$ cat src/rtl/hazard_scoreboard.sv
// hazard_scoreboard: per-register result countdown scoreboard producing RAW/WAW stalls and a stall counter
module hazard_scoreboard #(
  parameter int REG_ADDR_W = 5,
  parameter int LAT_W      = 3,
  parameter int CNT_W      = 16
) (
  input  logic                    clk,
  input  logic                    rst_n,
  input  logic                    id_valid,
  input  logic [REG_ADDR_W-1:0]   id_rs1,
  input  logic [REG_ADDR_W-1:0]   id_rs2,
  input  logic                    id_rs1_used,
  input  logic                    id_rs2_used,
  input  logic [REG_ADDR_W-1:0]   id_rd,
  input  logic                    id_reg_write,
  input  logic [LAT_W-1:0]        id_latency,
  input  logic                    flush,
  input  logic                    stall_cnt_clr,
  output logic                    stall,
  output logic                    hazard_detection_src,
  output logic [2**REG_ADDR_W-1:0] busy,
  output logic [CNT_W-1:0]        stall_cycles
);
  localparam int NUM_REGS = 2**REG_ADDR_W;
  logic [LAT_W-1:0] r_cnt [NUM_REGS];
  logic [CNT_W-1:0] r_stall_cycles;
  logic             w_raw_hit;
  logic             w_waw_hit;
  logic             w_live;
  logic             w_issue;
  // hazard detection from registered countdowns and the instruction now in ID
  always_comb begin
    w_raw_hit = (id_rs1_used && id_rs1 != '0 && r_cnt[id_rs1] != '0) ||
                (id_rs2_used && id_rs2 != '0 && r_cnt[id_rs2] != '0);
    w_waw_hit = id_reg_write && id_rd != '0 && r_cnt[id_rd] > id_latency;
    w_live    = id_valid && !flush;
    stall     = w_live && (w_raw_hit || w_waw_hit);
    w_issue   = w_live && !stall && id_reg_write && id_rd != '0;
    hazard_detection_src = !stall;
  end
  // countdowns: an issue reloads its destination, everything else drains toward 0; x0 never loads
  always_ff @(posedge clk or negedge rst_n) begin
    if (!rst_n) begin
      for (int r = 0; r < NUM_REGS; r++) r_cnt[r] <= '0;
    end else begin
      for (int r = 1; r < NUM_REGS; r++)
        r_cnt[r] <= (w_issue && id_rd == REG_ADDR_W'(r)) ? id_latency :
                    (r_cnt[r] != '0) ? r_cnt[r] - LAT_W'(1) : '0;
    end
  end
  // saturating stall counter; clear has priority over counting
  always_ff @(posedge clk or negedge rst_n) begin
    if (!rst_n) r_stall_cycles <= '0;
    else if (stall_cnt_clr) r_stall_cycles <= '0;
    else if (stall && r_stall_cycles != '1) r_stall_cycles <= r_stall_cycles + CNT_W'(1);
  end
  genvar g;
  for (g = 0; g < NUM_REGS; g++) begin : g_busy
    assign busy[g] = r_cnt[g] != '0;
  end
  assign stall_cycles = r_stall_cycles;
endmodule

$ cat config.mk
export PLATFORM = sky130hd
export DESIGN_NAME = hazard_scoreboard
export DESIGN_NICKNAME = d
export VERILOG_FILES = /design/src/rtl/hazard_scoreboard.sv
export SDC_FILE = /design/constraint.sdc
export NUM_CORES = 1
export LEC_CHECK = 0
export CORE_UTILIZATION = 54
export CTS_CLUSTER_DIAMETER = 120
export DETAILED_ROUTE_END_ITERATION = 8
export PLACE_DENSITY = 0.79
export SETUP_SLACK_MARGIN = 0.15
export SYNTH_ARGS = -nofsm -noshare
export SYNTH_HDL_FRONTEND = slang
export SYNTH_SLANG_ARGS = --single-unit
$ cat constraint.sdc
create_clock -name clk -period 3.8 [get_ports clk]
set_input_delay 0.57 -clock clk [delete_from_list [all_inputs] [get_ports clk]]
set_output_delay 0.57 -clock clk [all_outputs]
set_load 0.01 [all_outputs]
# Word level (Yosys, flattened, before mapping)
# Index checks and enable logic that the tools add are counted.
# totals
wordCells,261
latchBits,0
register_bits,109
n_memories,0
ram_bits,0
output_inout_bits,50
mem_bits_ro,0
# classes
div,0
bitwise,3
n_shift,0
order_cmp,4
n_mul,0
mux,73
addsub,32
reduce_logical,85
eq_ne,32
# ops
operator,n
$mux W3,68
$reduce_bool A3 Y1,34
$sub A3 B1 Y3 const B,31
$eq A5 B5 Y1 const B,16
$bmux W3 S5,3
$logic_and A1 B1 Y1,43
$eq A5 B4 Y1 const B,8
$mux W16,2
$eq A5 B3 Y1 const B,4
$ge A6 B6 Y1 const B,3
$not A5 Y6,3
$add A16 B1 Y16 const B,1
$ne A16 B16 Y1 const B,1
$reduce_bool A5 Y1,3
$eq A5 B2 Y1 const B,2
$eq A5 B1 Y1 const B,1
$gt A3 B3 Y1,1
$logic_not A1 Y1,2
$logic_or A1 B1 Y1,2
$reduce_bool A2 Y1,1

# Longest topological paths before layout
# Gate-level depths: netlist of run 1.
# logic_depth
word_depth,15
depth_mapped,18
depth_no_buf,14

# Worst setup path after synthesis of run 1
# Ideal clock, no wire load.
# synth_path
kind,input to output
start,input id_rd[0]
end,output stall
cell_stages,14
setup_slack_ns,-0.383
path_buffers,3
t_arrival_ns,3.613
path_cell_list,buf_1 > mux4_2 > mux4_2 > nor2_1 > a41oi_1 > ha_1 > a21o_1 > a21oi_1 > a311o_1 > o21ai_1 > o21ai_1 > buf_2 > buf_2 > inv_1
# synth_via
elab_chain_cells,8
# synth_rtl
item,line_no,text
start: declaration,14,"input logic [REG_ADDR_W-1:0] id_rd,"
$not A5 Y6 (not written as such),35,w_waw_hit = id_reg_write && id_rd != '0 && r_cnt[id_rd] > id_latency;
$bmux W3 S5,35,
$mux W3 (not written as such) (2 in a row),35,
$gt A3 B3 Y1,35,
$logic_and A1 B1 Y1 *,35,
$logic_or A1 B1 Y1 *,37,stall = w_live && (w_raw_hit || w_waw_hit);
$logic_and A1 B1 Y1 *,37,
end: declaration,19,"output logic stall,"
# Every way passes the cells marked *; elsewhere a longest branch is shown, timed or not. The select of a mux whose other input is x is not followed.

# Worst setup path in the final report of run 1
# layout_path
start,register r_cnt[28] (netlist name)
end,output hazard_detection_src
# layout_via
elab_chain_cells,9
# layout_rtl
item,line_no,text
start: declaration,25,logic [LAT_W-1:0] r_cnt [NUM_REGS];
start signal: indexed assignment,47,r_cnt[r] <= (w_issue && id_rd == REG_ADDR_W'(r)) ? id_latency :
"parallel branches: the longest is 6 deep, another holds $gt A3 B3 Y1",n/a,
$logic_or A1 B1 Y1 *,37,
$logic_and A1 B1 Y1 *,37,
$logic_not A1 Y1 *,39,hazard_detection_src = !stall;
end: declaration,20,"output logic hazard_detection_src,"
# Every way passes the cells marked *. The select of a mux whose other input is x is not followed.

==> results of run 1 <==
[layer usage]
| metal | share of wire | up-vias | track usage |
|---|---|---|---|
| met5 | 0 | - | 0 |
| met4 | 0.066 | 0 | 0.1842 |
| met2 | 0.47 | 712 | 0.5944 |
| met3 | 0.11 | 232 | 0.09087 |
| met1 | 0.36 | 4050 | 0.4584 |
| li1 | - | 3408 | - |
[metrics by stage]
| stage | cells | power, mW | TNS [ps] | setup WS [ps] |
|---|---|---|---|---|
| 2_1_floorplan | 835 | 1.946 | 0 | 113.6 |
| 3_3_place_gp | 1222 | 2.479 | -51820 | -935.6 |
| 3_5_place_dp | 1222 | 2.515 | -56000 | -944.5 |
| 4_1_cts | 1264 | 3.667 | -871.6 | -178.8 |
| 5_1_grt | 1280 | 3.920 | -16890 | -361.5 |
| 6_report | 1280 | 3.798 | -8777 | -290.0 |
[cell families after synthesis]
kind of cell / count (synthesis)
multiplexers: 131
AND/OR/NAND/NOR: 269
buffers and inverters: 147
other: 1
AO/OA/AOI/OAI: 112
adder cells (fa/ha/maj): 66
flip-flops: 109
[where the power goes]
group	internal (mW)	total, mW	switching, mW
registers	1.24	1.32	0.0820
clock network	0.536	1.06	0.523
logic	0.686	1.42	0.735
total	2.46	3.80	1.34
[cell usage after synthesis (12+ instances only)]
master | instances | share of area
dfrtp_1 | 109 | 0.32
inv_1 | 102 | 0.045
mux2_2 | 82 | 0.11
nor2_1 | 71 | 0.031
ha_1 | 66 | 0.098
nand2_1 | 53 | 0.023
o21ai_0 | 37 | 0.022
mux4_2 | 28 | 0.074
nor4_4 | 24 | 0.060
a21oi_1 | 22 | 0.013
clkbuf_1 | 21 | 0.0093
nor3_1 | 19 | 0.011
mux2_1 | 15 | 0.020
nor4_1 | 15 | 0.011
or4_1 | 15 | 0.013
o31ai_1 | 13 | 0.012
nand3_1 | 12 | 0.0071
[path summary, 6_finish.rpt]
| kind | end | slack, ps | cells after the start |
|---|---|---|---|
| worst max-delay path | hazard_detection_src | -290 | 13 |
| worst min-delay path | r_cnt[80] | 230 | 1 |
| worst max register to register | stall_cycles[11] | -220 | 16 |
| worst min register to register | stall_cycles[3] | 600 | 2 |
| max in group asynchronous | stall_cycles[11] | 2800 | 2 |
| min in group clk | stall_cycles[3] | 600 | 2 |
[state kept, by name, summed over array words and instances (netlist names)]
name / flops
r_cnt: 93
stall_cycles: 16
[worst max-delay path: cells and delay by family, from the launching register on]
| kind | cells | cell delay (ps) |
|---|---|---|
| flip-flops | 1 | 450 |
| multiplexers | 2 | 1010 |
| adder cells (fa/ha/maj) | 1 | 320 |
| AND/OR/NAND/NOR | 1 | 150 |
| AO/OA/AOI/OAI | 6 | 900 |
| buffers and inverters | 3 | 310 |
[final cells by class]
type	instances	area, um^2	area share
multi-input combinational	579	5749	0.4811
sequential	109	2728	0.2282
timing repair buffer	260	2489	0.2083
inverter	105	394.1	0.03298
tap	211	264.0	0.02209
clock buffer	9	225.2	0.01885
clock inverter	7	101.3	0.008481
[what timing repair did]
action / in CTS / in global routing
buffers inserted: 21 / 15
endpoints found under the setup margin: 110 / 110
pin swaps: 38 / 18
cloned: 5 / 1
hold buffers: 0 / 0
gates resized for setup: 141 / 51
==> results by group, run 1 <==
Run status
  • Outcome: finished, violations left
  • Failing checks: negative setup slack

Global route
  • Pin count of the biggest net entering global routing: 58
  • Total global-route track usage: 0.3668
  • Grt total ovfl: 0
  • Vias in the first global route: 8254
  • Antenna violations before repair: 0
  • First-pass GRT wire length: 45.09 mm

Critical path
  • Most used cell, CP: buf_6
  • Worst Setup End Kind: output pin
  • Worst-path fanout max: 3
  • CP required: 3230 ps
  • Largest stage delay, worst path: 510 ps
  • Slowest stage cell, crit path: mux4_2
  • Crit path launch: r_cnt[28]
  • CP Data Arrival Time: 3520 ps
  • Worst R2R Start: r_cnt[28]
  • CP Cell Sequence: mux4_2 -> mux4_2 -> nor2_2 -> a41oi_2 -> ha_1 -> a21o_1 -> a21oi_2 -> a311o_1 -> o21ai_4 -> o21ai_4 -> buf_6 -> buf_6 -> buf_6
  • CP Class: flip-flop to output pin
  • CP Launch Type: flip-flop

Drt
  • Pre-antenna DRT Iters: 8
  • Final WL: 31.65 mm
  • # DRC: 0
  • WL/cell: 24.72 um
  • DR vias: 8402
  • Antenna viol nets, final: 0
  • Iteration-0 DRC Markers: 1113
  • Vias/cell: 6.564

Layout
  • Design area: 11950 um^2
  • Fillers: 818
  • Final core utilization: 0.7832
  • Layout Area Growth over Synthesis: 41.16%
  • Most frequent cells in the layout: buf_4, dfrtp_1, inv_1, mux2_4, nor2_1
  • # diodes: 0
  • Final nets: 1156
  • Layout cells sized above 1: 0.3910
  • Most common cell after layout, fill and taps aside: buf_4

Synthesis
  • Largest family of logic cells by synthesized area: multiplexers
  • Post-Syn Area: 8466 um^2
  • Syn Nets: 927
  • Adder-cell share of the synthesized area: 0.09755
  • Synth Flop Type: dfrtp_1
  • Async SR Flop Fraction: 1.000
  • Post-synth EDFFs: 0
  • Post-Syn Instances: 835
  • Syn_area_per_cell: 10.14 um^2
  • Register area share after synthesis: 0.3222
  • Multiplexer share of the synthesized area: 0.2125
  • Compound-Gate Fraction of Synth Area: 0.08691
  • Post-synthesis simple-gate area fraction: 0.2097
  • Number of synthesized register bits: 109
  • Post-Synth XOR/XNOR Area: 0
  • Synth cell types: 68
  • Syn. warnings: 3

STA
  • Fin crit period: 4090 ps
  • Setup WS post-layout: -290.0 ps
  • RSZ-0062 raised after global routing: true
  • Max-slew violation count: 0
  • Setup Skew: 10.71 ps
  • Slew headroom: 0.4294
  • Final setup vio count: 95
  • Hold Slack: 232.8 ps
  • Hold Fails Final Rpt: 0
  • Measured slew at the worst slew-check pin: 853.2 ps
  • Fmax: 244.5 MHz
  • Fin crit share: 1.076

Floorplanning
  • Initial core utilization: 0.5548
  • FP Rows: 45
  • Die area: 16180 um^2
  • Die H: 127.2 um
  • Io pins: 76
  • Die X: 127.2 um
  • CORE AREA: 15260 um^2

Power
  • Pwr dens: 317.8 nW/um^2
  • Max IR drop VDD: 261.1 uV
  • Leak Pwr: 5.879 nW

Placed design
  • GP Congestion: 0.9897
  • Input/output buffers: 74
  • Post-DP HPWL: 18.02 mm
  • Placed Instance Area: 10440 um^2

CTS
  • Clk Latency, worst-skew pair: 380 ps
  • Clock sinks: 109
  • Clk slew on worst S/H paths: 80 ps
  • Max clock buf depth: 2
  • CTS tree: yes
  • CTS Root Cell: clkbuf_16
  • CTS buffer count: 9
  • H-tree depth: 3

Hold path
  • Hold Path Class: input pin to async pin

Flow run
  • Maxcap violations: 0
Power figures use the tool's default switching activity.
==> run 2: changes to the inputs <==
Settings changed: CAP_MARGIN set to 20.
==> results of run 2 <==
Same layout as run 1: the final DEF is identical, and so are final timing and power.
